`src/rtl/hash160_pkg.sv`:
```
// Shared definitions for the Hash160 RIPEMD-160 stage: widths, padding tail,
// feeder FSM states and the single-block padding helper.
package hash160_pkg;

    localparam int SHA_DIGEST_W = 256;
    localparam int RMD_BLOCK_W  = 512;
    localparam int RMD_DIGEST_W = 160;

    // 0x80 terminator, zero fill, then 256 as a little-endian 64-bit length
    localparam logic [RMD_BLOCK_W-SHA_DIGEST_W-1:0] RMD_PAD_TAIL =
        {8'h80, 184'h0, 64'h0001_0000_0000_0000};

    typedef enum logic [1:0] {
        ST_IDLE   = 2'd0,
        ST_LAUNCH = 2'd1,
        ST_WAIT   = 2'd2
    } feeder_state_e;

    function automatic logic [RMD_BLOCK_W-1:0] rmd_pad_256(
        input logic [SHA_DIGEST_W-1:0] digest
    );
        return {digest, RMD_PAD_TAIL};
    endfunction

endpackage

```
`src/rtl/hash160_fifo.sv`:
```
// Synchronous FIFO with a registered occupancy count; full/empty come from
// the count so both are glitch-free register decodes.
module hash160_fifo #(
    parameter int DEPTH = 2,
    parameter int WIDTH = 256,
    localparam int AW = $clog2(DEPTH),
    localparam int CW = AW + 1
) (
    input  logic             clk,
    input  logic             rst_n,
    input  logic             push,
    input  logic             pop,
    input  logic [WIDTH-1:0] wdata,
    output logic [WIDTH-1:0] rdata,
    output logic             full,
    output logic             empty
);

    localparam logic [AW-1:0] PTR_ONE = AW'(1);
    localparam logic [CW-1:0] CNT_ONE = CW'(1);

    logic [WIDTH-1:0] mem_q [DEPTH];
    logic [AW-1:0]    wr_ptr_q, wr_ptr_d;
    logic [AW-1:0]    rd_ptr_q, rd_ptr_d;
    logic [CW-1:0]    count_q, count_d;
    logic             push_ok, pop_ok;

    assign full    = (count_q == CW'(DEPTH));
    assign empty   = (count_q == '0);
    assign push_ok = push && !full;
    assign pop_ok  = pop && !empty;
    assign rdata   = mem_q[rd_ptr_q];

    always_comb begin
        wr_ptr_d = wr_ptr_q;
        rd_ptr_d = rd_ptr_q;
        count_d  = count_q;
        if (push_ok) wr_ptr_d = wr_ptr_q + PTR_ONE;
        if (pop_ok)  rd_ptr_d = rd_ptr_q + PTR_ONE;
        case ({push_ok, pop_ok})
            2'b10:   count_d = count_q + CNT_ONE;
            2'b01:   count_d = count_q - CNT_ONE;
            default: count_d = count_q;
        endcase
    end

    always_ff @(posedge clk or negedge rst_n) begin
        if (!rst_n) begin
            wr_ptr_q <= '0;
            rd_ptr_q <= '0;
            count_q  <= '0;
        end else begin
            wr_ptr_q <= wr_ptr_d;
            rd_ptr_q <= rd_ptr_d;
            count_q  <= count_d;
        end
    end

    // Storage needs no reset: entries are only read while the count says valid
    always_ff @(posedge clk) begin
        if (push_ok) mem_q[wr_ptr_q] <= wdata;
    end

endmodule

```
`src/rtl/hash160_ripemd_feeder.sv`:
```
// Buffers SHA-256 digests, pads each into one RIPEMD-160 block, runs one
// ripemd_final job per digest and holds the result on a valid/ready output.
//
//   state  | meaning
//   IDLE   | waiting for a queued digest and an empty output register
//   LAUNCH | core_i_valid high for this single cycle, watchdog cleared
//   WAIT   | waiting for core_o_valid or the watchdog limit
module hash160_ripemd_feeder
    import hash160_pkg::*;
#(
    parameter int DEPTH   = 2,
    parameter int TIMEOUT = 1023
) (
    input  logic                    clk,
    input  logic                    rst_n,
    input  logic                    in_valid,
    output logic                    in_ready,
    input  logic [SHA_DIGEST_W-1:0] in_digest,
    output logic                    core_i_valid,
    output logic [RMD_BLOCK_W-1:0]  core_block,
    input  logic [RMD_DIGEST_W-1:0] core_ans,
    input  logic                    core_o_valid,
    output logic                    out_valid,
    input  logic                    out_ready,
    output logic [RMD_DIGEST_W-1:0] out_hash,
    output logic                    busy,
    output logic                    timeout_err
);

    localparam int              WDW      = $clog2(TIMEOUT + 1);
    localparam logic [WDW-1:0]  WD_LIMIT = WDW'(TIMEOUT);

    feeder_state_e             state_q, state_d;
    logic                      core_i_valid_q, core_i_valid_d;
    logic [RMD_BLOCK_W-1:0]    core_block_q, core_block_d;
    logic                      out_valid_q, out_valid_d;
    logic [RMD_DIGEST_W-1:0]   out_hash_q, out_hash_d;
    logic                      timeout_err_q, timeout_err_d;
    logic [WDW-1:0]            wd_cnt_q, wd_cnt_d;
    logic [WDW-1:0]            wd_next;
    logic                      job_pop;
    logic                      fifo_full, fifo_empty;
    logic [SHA_DIGEST_W-1:0]   fifo_rdata;

    hash160_fifo #(
        .DEPTH (DEPTH),
        .WIDTH (SHA_DIGEST_W)
    ) u_fifo (
        .clk   (clk),
        .rst_n (rst_n),
        .push  (in_valid),
        .pop   (job_pop),
        .wdata (in_digest),
        .rdata (fifo_rdata),
        .full  (fifo_full),
        .empty (fifo_empty)
    );

    always_comb begin
        state_d        = state_q;
        core_i_valid_d = 1'b0;
        core_block_d   = core_block_q;
        out_valid_d    = out_valid_q;
        out_hash_d     = out_hash_q;
        timeout_err_d  = timeout_err_q;
        wd_cnt_d       = wd_cnt_q;
        job_pop        = 1'b0;
        wd_next        = (wd_cnt_q == WD_LIMIT) ? wd_cnt_q : wd_cnt_q + WDW'(1);

        if (out_valid_q && out_ready) out_valid_d = 1'b0;

        case (state_q)
            ST_IDLE: begin
                // Launch only into an empty output register so no result is lost
                if (!fifo_empty && !out_valid_q) begin
                    state_d        = ST_LAUNCH;
                    core_i_valid_d = 1'b1;
                    core_block_d   = rmd_pad_256(fifo_rdata);
                end
            end
            ST_LAUNCH: begin
                state_d  = ST_WAIT;
                wd_cnt_d = '0;
            end
            ST_WAIT: begin
                wd_cnt_d = wd_next;
                if (core_o_valid) begin
                    out_hash_d  = core_ans;
                    out_valid_d = 1'b1;
                    job_pop     = 1'b1;
                    state_d     = ST_IDLE;
                end else if (wd_next == WD_LIMIT) begin
                    timeout_err_d = 1'b1;
                    job_pop       = 1'b1;
                    state_d       = ST_IDLE;
                end
            end
            default: state_d = ST_IDLE;
        endcase
    end

    always_ff @(posedge clk or negedge rst_n) begin
        if (!rst_n) begin
            state_q        <= ST_IDLE;
            core_i_valid_q <= 1'b0;
            core_block_q   <= '0;
            out_valid_q    <= 1'b0;
            out_hash_q     <= '0;
            timeout_err_q  <= 1'b0;
            wd_cnt_q       <= '0;
        end else begin
            state_q        <= state_d;
            core_i_valid_q <= core_i_valid_d;
            core_block_q   <= core_block_d;
            out_valid_q    <= out_valid_d;
            out_hash_q     <= out_hash_d;
            timeout_err_q  <= timeout_err_d;
            wd_cnt_q       <= wd_cnt_d;
        end
    end

    assign in_ready     = !fifo_full;
    assign core_i_valid = core_i_valid_q;
    assign core_block   = core_block_q;
    assign out_valid    = out_valid_q;
    assign out_hash     = out_hash_q;
    assign timeout_err  = timeout_err_q;
    assign busy         = (state_q != ST_IDLE) || !fifo_empty;

endmodule

```
`config.mk`:
```
export PLATFORM = sky130hd
export DESIGN_NAME = hash160_ripemd_feeder
export DESIGN_NICKNAME = d
export VERILOG_FILES = /design/src/rtl/hash160_pkg.sv /design/src/rtl/hash160_fifo.sv /design/src/rtl/hash160_ripemd_feeder.sv
export SDC_FILE = /design/constraint.sdc
export NUM_CORES = 1
export LEC_CHECK = 0
export BUFFER_PORTS_ARGS = -buffer_cell sky130_fd_sc_hd__buf_2
export CORE_AREA = 10 10 418 420
export DETAILED_ROUTE_END_ITERATION = 16
export DIE_AREA = 0 0 428 430
export PLACE_DENSITY = 0.48
export SLEW_MARGIN = 5
export SYNTH_ARGS = -nofsm -noshare
export SYNTH_HDL_FRONTEND = slang
export SYNTH_SLANG_ARGS = --single-unit
```
`constraint.sdc`:
```
create_clock -name clk -period 21.8 [get_ports clk]
set_input_delay 2.18 -clock clk [delete_from_list [all_inputs] [get_ports clk]]
set_output_delay 2.18 -clock clk [all_outputs]
set_load 0.1 [all_outputs]
```
== Word-level counts from Yosys, hierarchy flattened ==
Memory sizes are Yosys's and may differ from the RTL's. A register that Yosys moved wholly into a read port is not among the register bits.
Index checks and enable logic that the tools add are counted.
Storage, ports and cells
  bits in registers: 437
  output and inout bits: 677
  latch bits: 0
  ROM bits: 0
  memories: 1
  bits in writable memories: 512
  input port bits: 421
  logic and storage cells: 61
Operators by class
  reduce and logical (&&, ||, !) cells: 18
  bitwise gates (word level): 1
  equality and inequality tests: 9
  $add $sub $neg: 5
  multipliers: 0
  muxes and demuxes: 17
  div/mod/pow operators: 0
  $lt $le $gt $ge: 0
  shift operators: 0
Memory list
  u_fifo.mem_q: words 2, bits a word 256, rd ports 1, clocked after memory_dff 1, write ports 1, line hash160_fifo.sv:22  | logic [WIDTH-1:0] mem_q [DEPTH];
Operators by type and width (count)
  == test 10 bit (second input constant): 2
  one-hot mux 10 bit (2 select lines): 1
  adder 10 x 1 -> 10 bit (second input constant): 1
  2-to-1 mux 1 bit: 10
  2-to-1 mux 10 bit: 1
  == test 2 bit (second input constant): 3
  2-to-1 mux 2 bit: 3
  one-hot mux 2 bit (3 select lines): 1
  AND reduction 2 bit: 3
  nonzero test 2 bit: 3
  == test 2 x 1 -> 1 bit (second input constant): 2
  logical AND 1 bit: 4
  logical NOT 1 bit: 4
  logical NOT 2 bit: 2
  one-hot mux 2 bit (2 select lines): 1
  inequality test 3 bit (second input constant): 1
  AND reduction 3 bit: 1
  adder 1 bit (second input constant): 2
  adder 2 x 1 -> 2 bit (second input constant): 1
  inequality test 2 bit (second input constant): 1
  subtractor 2 x 1 -> 2 bit (second input constant): 1
  logical OR 1 bit: 1
  NOT 1 bit: 1

== Depth between registers and ports, before layout ==
Gate-level depths: netlist of the first run.
  depth after elaboration: 9
  mapped depth: 10
  gate-level depth less buffers: 10

== Modules after synthesis ==
Synthesis of the first run repeated with hierarchy kept, for this count alone.
Second synthesis, totals
  cells, all modules: 2075
  area total of the unflattened synthesis: 37992.7 µm²
By module, submodules not included
  hash160_fifo: area each 19678.9 µm², times used 1, seq. area each 15474.8 µm², cells each 815
  hash160_ripemd_feeder: area each 18313.8 µm², times used 1, seq. area each 10810.4 µm², cells each 1260

== Worst setup path before layout of the first run ==
No wires, ideal clock.
  kind: in2reg
  from: input port in_valid
  to: memory u_fifo.mem_q[0][0] (enable)
  cell stages on the path: 2
  arrival time: 12945 ps
  library setup time: 879 ps
  data required time: 20921 ps
  buffers on the path: 0
  setup slack: 7977 ps
  cells stage by stage: nand2_1 nor2_1
On the way
  cells in the longest elaborated chain, start to end: 3
RTL lines
  start, declared: line hash160_ripemd_feeder.sv:16  | input logic in_valid,
  logical AND 1 bit: line hash160_fifo.sv:30  | assign push_ok = push && !full;
  2-to-1 mux 1 bit: line hash160_fifo.sv:61  | if (push_ok) mem_q[wr_ptr_q] <= wdata;
  2-to-1 mux 1 bit (implied by the code): line hash160_fifo.sv:61
  end, declared: line hash160_fifo.sv:22
No other way between the ends.

== Worst setup path after layout of the first run ==
  from: input port in_valid
  to: memory u_fifo.mem_q[0][217] (enable)
Same word-level chain as after synthesis.

==> impl_metrics.py, run 1 <==
metrics = {
    "sta": {
        "maxSlewHeadroom": 0.249,
        "setup_violations": 0,
        "fmax_mhz": 187,
        "rsz0062_at_grt": "no",
        "worst_slew_pin_slew_ns": 1.13,
        "skew_ns": 0.0238,
        "post-route-min-period_ns": 5.34,
        "fin_tns_setup_ns": 0,
        "slew_viol_final": 0,
        "finalHoldViolations": 0,
        "fin_crit_sh": 0.245,
    },
    "floorplan": {
        "io-pin-count": 1098,
        "die_h_um": 430,
        "die_x_um": 428,
        "initial_utilization": 0.216,
        "std_cell_rows": 150,
        "core_area_um2": 166000,
        "dieArea_um2": 184000,
    },
    "worst_setup_path": {
        "worst_ep_arrival_time_ns": 5.68,
        "worstSetupPathType": "input port to flip-flop",
        "crit_chain": "buf_2 > nand2_1 > nor2_4 > buf_4 > buf_4 > buf_4 > buf_4",
        "reg2reg_slack_ns": 17.36,
        "crit_slowest_cell": "buf_4",
        "cp-end-kind": "flip-flop",
        "critPathMaxFanout": 61,
        "rr_startpoint": "u_fifo.count_q[0]",
        "r2r-end": "u_fifo.mem_q[0][217]",
        "reg2reg_depth": 7,
        "cp-start-kind": "input port",
        "critical_path_required_ns": 22.14,
        "crit_top_cell": "buf_4",
        "cp_top_family": "buffers and inverters",
        "cp_num_buf_inv": 5,
        "critPathMaxStageDelay_ns": 0.81,
    },
    "placed_design": {
        "placed_area_um2": 41800,
        "routabilityCongestion": 0.764,
        "port_buffers": 843,
        "dp_hpwl_mm": 85.4,
    },
    "yosys": {
        "syn-mean-instance-area_um2": 15.3,
        "synth_top_family_by_area": "multiplexers",
        "ys_warn_count": 0,
        "synth-seq-cells": 948,
        "synthAdderAreaFrac": 0.00174,
        "netlist.area_leader.share": 0.428,
        "synth.most_common_cell": "edfxtp_1",
        "synth_area_leaders": "edfxtp_1 43%, dfrtp_1 30%, mux2i_1 7.2%, buf_4 5.3%, mux2_2 5.0%",
        "synth_area_um2": 35900,
        "synth_edf_count": 512,
        "synthSimpleGateAreaFrac": 0.0334,
        "synth_flop_cell": "edfxtp_1",
        "netlist_instances": 2343,
        "synthArstFlopShare": 0.460,
        "synth_mux_area_frac": 0.124,
        "synth_compound_area_frac": 0.0419,
        "ys_seq_area_frac": 0.732,
        "synthXorXnorAreaFrac": 0.00146,
        "synth_commonest_cells": "512 x edfxtp_1, 436 x dfrtp_1, 273 x nand2_1",
        "yosys.area.top_type": "edfxtp_1",
        "synthDistinctLibCells": 40,
    },
    "cts": {
        "cts.reportedPaths.clkPinSlew_ns": 0.06,
        "cts_resized": 0,
        "tritoncts": "built",
        "htreeDepth": 3,
        "cts_root_buf": "clkbuf_16",
        "cts_buffers": 106,
        "hold_buffers": 0,
        "clk_path_buf_depth": 3,
        "cts.sinks": 948,
        "clock_latency_ns": 0.73,
        "cts_setup_buffers": 0,
    },
    "route": {
        "vias": 20890,
        "drt-total-wl_mm": 116,
        "drcViolationCount": 0,
        "drtAntennaViolNets": 0,
        "vias_per_cell": 3.79,
        "dr.first_iter.drc_count": 987,
        "dr.pass1.iters": 5,
        "wire_per_inst_um": 21.0,
    },
    "hold_path": {
        "hold_depth": 1,
        "hold_path_end": "timeout_err",
        "hold_start": "timeout_err",
        "hp-class": "flip-flop to flip-flop",
    },
    "global_route": {
        "grt_pass1_wl_mm": 162,
        "grt_pass1_vias": 21672,
        "grt_use_total": 0.120,
        "grt_antenna_before_repair": 58,
        "grt_max_degree": 203,
        "grt_overflow": 0,
    },
    "cells_and_area": {
        "area_growth_pct": 26.4,
        "nFillCells": 17113,
        "seq_area_um2": 26300,
        "nets": 3635,
        "multi_input_area_um2": 8240,
        "design_area_um2": 45400,
        "drive_gt1_frac": 0.366,
    },
    "flow_run": {
        "cap_violations": 0,
    },
    "outcome": {
        "status": "complete, no violations",
    },
}
registers in the layout (all words and copies together) (netlist names):
register and count:
u_fifo.wr_ptr_q 1, out_valid 1, out_hash 160, wd_cnt_q 10, u_fifo.rd_ptr_q 1, u_fifo.mem_q 512, u_fifo.count_q 2, timeout_err 1
core_i_valid 1, core_block 257, state_q 2
cells in the final DEF, fill, tap and decap left out, types with 10 or more instances in the layout:
cell type	instances
a21oi_1	10
buf_2	842
buf_4	19
clkbuf_1	28
clkbuf_16	108
clkbuf_8	20
clkinv_2	18
conb_1	254
dfrtp_1	435
edfxtp_1	512
mux2_2	161
mux2i_1	259
nand2_1	271
nor2_1	11
o21ai_0	265
worst max-delay path by stage:
stage             start                    to  cells past startpoint
3_5_place_dp   in_valid  u_fifo.mem_q[0][217]                      7
2_1_floorplan  in_valid    u_fifo.mem_q[0][0]                      2
6_report       in_valid  u_fifo.mem_q[0][217]                      7
5_1_grt        in_valid  u_fifo.mem_q[0][217]                      7
3_3_place_gp   in_valid    u_fifo.mem_q[0][4]                      7
4_1_cts        in_valid  u_fifo.mem_q[0][213]                      7
layer usage:
metal	track usage	up-vias	wire length [µm]
met5	0	-	245
met4	0.0471	36	4410
met3	0.0417	237	8170
met2	0.229	760	62800
met1	0.119	10257	40000
li1	-	9600	-
through the flow:
stage               worst slack [ns]  std cells  utilization  hold slack (ns)
finish                         16.46       5515        0.273            0.467
global route                   16.24       5512        0.273            0.492
CTS                            16.40       5506        0.273            0.471
detailed placement             15.56       5305        0.251            0.455
global placement               15.55       5305        0.251            0.451
floorplan                       7.98       2596            -            0.461
cell families after synthesis:
group | after synthesis
buf+inv | 370
other cells | 1
compound gates | 289
fa+ha+maj | 5
flops | 948
mux | 422
simple gates | 302
xor+xnor | 6
layout make-up:
cell class,instances,area share
Antenna cell,9,0.000496
Clock buffer,156,0.0679
Clock inverter,45,0.0109
Inverter,9,0.000745
Multi-Input combinational cell,1278,0.182
Sequential cell,948,0.579
Tap cell,2204,0.0608
Timing Repair Buffer,866,0.0981
worst reg2reg max path: stages (launching register included):
cell and delay [ns]:
dfrtp_1 0.42, nand2b_1 0.20, nand2_1 0.17, nor2_4 0.11, buf_4 0.62, buf_4 0.84, buf_4 0.74, buf_4 0.85
Power of run 1 is left out: the tool's default activity adds up to more than one toggle a clock period on the data nets, which glitch-free logic cannot reach.
==> run 2, diff against run 1 <==
--- a/config.mk
+++ b/config.mk
@@ -5,10 +5,11 @@
 export SDC_FILE = /design/constraint.sdc
 export NUM_CORES = 1
 export LEC_CHECK = 0
+export ABC_AREA = 1
 export BUFFER_PORTS_ARGS = -buffer_cell sky130_fd_sc_hd__buf_2
-export CORE_AREA = 10 10 418 420
+export CORE_AREA = 10 10 419 421
 export DETAILED_ROUTE_END_ITERATION = 16
-export DIE_AREA = 0 0 428 430
+export DIE_AREA = 0 0 429 431
 export PLACE_DENSITY = 0.48
 export SLEW_MARGIN = 5
 export SYNTH_ARGS = -nofsm -noshare
==> constraint.sdc (replaced) <==
create_clock -name clk -period 5.2 [get_ports clk]
set_input_delay 0.52 -clock clk [delete_from_list [all_inputs] [get_ports clk]]
set_output_delay 0.52 -clock clk [all_outputs]
set_load 0.1 [all_outputs]
==> run 2 against run 1 <==
Net effect:
- routed wire length up 2.7%
- sequential share of layout area fell by 5.1 points
- core utilization increased by 2.6 points
- critical path type is now flip-flop to flip-flop
- non-clock buffer count grew 422
- worst setup slack got worse by 14 ns
==> impl_metrics.py, run 2 <==
metrics = {
    "placed_design": {
        "dp.cells": 5605,
        "dp_hpwl_mm": 82.2,
        "port_buffers": 843,
        "routabilityCongestion": 0.776,
        "placed_area_um2": 42000,
    },
    "floorplan": {
        "die_h_um": 431,
        "die_x_um": 429,
        "core_area_um2": 167000,
        "initial_utilization": 0.217,
        "dieArea_um2": 185000,
        "io-pin-count": 1098,
        "std_cell_rows": 150,
    },
    "cells_and_area": {
        "multi_input_area_um2": 8190,
        "mostFrequentLayoutCell": "buf_2",
        "final_core_util": 0.298,
        "area_growth_pct": 37.9,
        "layout_common_cells": "842 x buf_2, 523 x nor2_1, 512 x edfxtp_1",
        "nets": 4345,
        "seq_area_um2": 26300,
        "nFillCells": 16898,
        "largest_reg_flops": 512,
        "top_register": "u_fifo.mem_q",
        "drive_gt1_frac": 0.305,
        "design_area_um2": 49700,
        "final_cell_count_no_fill": 6229,
    },
    "route": {
        "drt-total-wl_mm": 119,
        "wire_per_inst_um": 19.1,
        "drcViolationCount": 0,
        "dr.first_iter.drc_count": 1257,
        "drtAntennaViolNets": 0,
        "vias": 23940,
        "vias_per_cell": 3.84,
        "dr.pass1.iters": 5,
    },
    "worst_setup_path": {
        "critical_path_required_ns": 5.83,
        "cp-start-kind": "flip-flop",
        "critPathMaxFanout": 71,
        "reg2reg_slack_ns": 2.45,
        "worstSetupPathType": "flip-flop to flip-flop",
        "worst_ep_arrival_time_ns": 3.38,
        "crit_end": "core_block[279]",
        "cp-end-kind": "flip-flop",
        "reg2reg_depth": 4,
        "crit_slowest_cell": "buf_4",
        "r2r-end": "core_block[279]",
        "crit_chain": "buf_4 > buf_4 > nor2_1 > o31ai_1",
        "critPathMaxStageDelay_ns": 0.75,
        "crit_top_cell": "buf_4",
        "rr_startpoint": "u_fifo.rd_ptr_q",
        "crit_start": "u_fifo.rd_ptr_q",
    },
    "hold_path": {
        "hp-class": "input port to flip-flop",
    },
    "sta": {
        "fin_crit_sh": 0.529,
        "slew_viol_final": 0,
        "post-route-min-period_ns": 2.75,
        "fin_tns_setup_ns": 0,
        "setup_violations": 0,
        "worst_slew_pin_slew_ns": 1.02,
        "finalHoldViolations": 0,
        "skew_ns": 0.0390,
        "fmax_mhz": 363,
        "rsz0062_at_grt": "no",
        "maxSlewHeadroom": 0.317,
    },
    "yosys": {
        "ys_warn_count": 0,
        "synth.most_common_cell": "nor2_1",
        "synthArstFlopShare": 0.460,
        "synth_edf_count": 512,
        "synth_flop_cell": "edfxtp_1",
        "synth-seq-cells": 948,
        "yosys.area.top_type": "edfxtp_1",
        "synthDistinctLibCells": 29,
        "ys_seq_area_frac": 0.728,
        "synth_area_um2": 36100,
        "synth_area_leaders": "edfxtp_1 43%, dfrtp_1 30%, nor2_1 5.5%, buf_4 5.3%, o31ai_1 5.3%",
        "syn-mean-instance-area_um2": 13.6,
        "synth_commonest_cells": "525 x nor2_1, 512 x edfxtp_1, 436 x dfrtp_1",
        "netlist_instances": 2657,
        "netlist.area_leader.share": 0.426,
    },
    "cts": {
        "clk_path_buf_depth": 3,
        "cts_buffers": 106,
        "htreeDepth": 3,
        "cts.sinks": 948,
        "cts_resized": 0,
        "cts_root_buf": "clkbuf_16",
        "cts.reportedPaths.clkPinSlew_ns": 0.06,
        "clock_latency_ns": 0.75,
        "tritoncts": "built",
    },
    "global_route": {
        "grt_antenna_before_repair": 15,
        "grt_max_degree": 163,
        "grt_pass1_wl_mm": 172,
        "grt_overflow": 0,
        "grt_use_total": 0.123,
        "grt_pass1_vias": 25215,
    },
    "flow_run": {
        "cap_violations": 0,
    },
    "outcome": {
        "status": "complete, no violations",
    },
}
==> run 2: cell types whose count changed after synthesis, moves of 3 or more <==
cell / before / now
a21oi_1: 10 / 7
a41oi_1: 3 / 0
buf_1: 12 / 2
buf_2: 5 / 77
clkbuf_1: 89 / 52
inv_1: 9 / 22
mux2i_1: 259 / 0
nand2_1: 273 / 298
nand3_1: 4 / 15
nor2_1: 12 / 525
nor3_1: 3 / 0
o21ai_0: 265 / 12
o31ai_1: 2 / 256
xor2_1: 3 / 0
==> run 2: how the worst min path moves through the flow <==
stage	depth (start not counted)	end	slack, ns	start
global placement	1	timeout_err	0.46	timeout_err
floorplan	0	core_block[256]	0.22	rst_n
global route	2	out_hash[68]	0.02	core_ans[68]
finish	2	out_hash[68]	0.08	core_ans[68]
CTS	2	out_hash[68]	0.01	core_ans[68]
detailed placement	1	timeout_err	0.46	timeout_err
==> run 2: what timing repair did <==
action	CTS	global route
hold buffers	410	0
setup buffers	0	0
hold endpoints to repair	740	0
setup endpoints to repair	0	0
==> run 2: through the flow <==
stage	worst slack, ns	hold slack, ns
finish	2.45	0.0770
global route	2.20	0.0190
CTS	2.35	0.0144
detailed placement	2.36	0.461
global placement	2.42	0.459
floorplan	0.0533	0.224
==> run 2: cell type report <==
| type | instances | share of cell area |
|---|---|---|
| Inverter | 25 | 0.00204 |
| Sequential cell | 948 | 0.528 |
| Clock inverter | 51 | 0.0112 |
| Multi-Input combinational cell | 1550 | 0.165 |
| Clock buffer | 148 | 0.0616 |
| Antenna cell | 15 | 0.000755 |
| Tap cell | 2204 | 0.0554 |
| Timing Repair Buffer | 1288 | 0.176 |
==> run 2: cell families after synthesis <==
group,share of synthesized area
AOI/OAI and AO/OA,0.0570
xor gates and xnor gates,0.000728
adders and majority gates,0.00173
buffers and inverters,0.0722
DFF,0.728
muxes,0.0499
other,0.000104
and+or+nand+nor,0.0899
==> run 2: routing by layer <==
layer | GRT usage | wire (µm)
met1 | 0.124 | 41700
met5 | 0 | 13
met3 | 0.0338 | 6730
met4 | 0.0561 | 5470
met2 | 0.232 | 64800
==> run 2: critical path: cells and delay by family, from the launching register on <==
family          cells  cell delay, ns
simple gates        1            0.11
compound gates      1            0.28
flops               1            0.67
buf+inv             2            1.42
Power of run 2 is left out for the same reason.
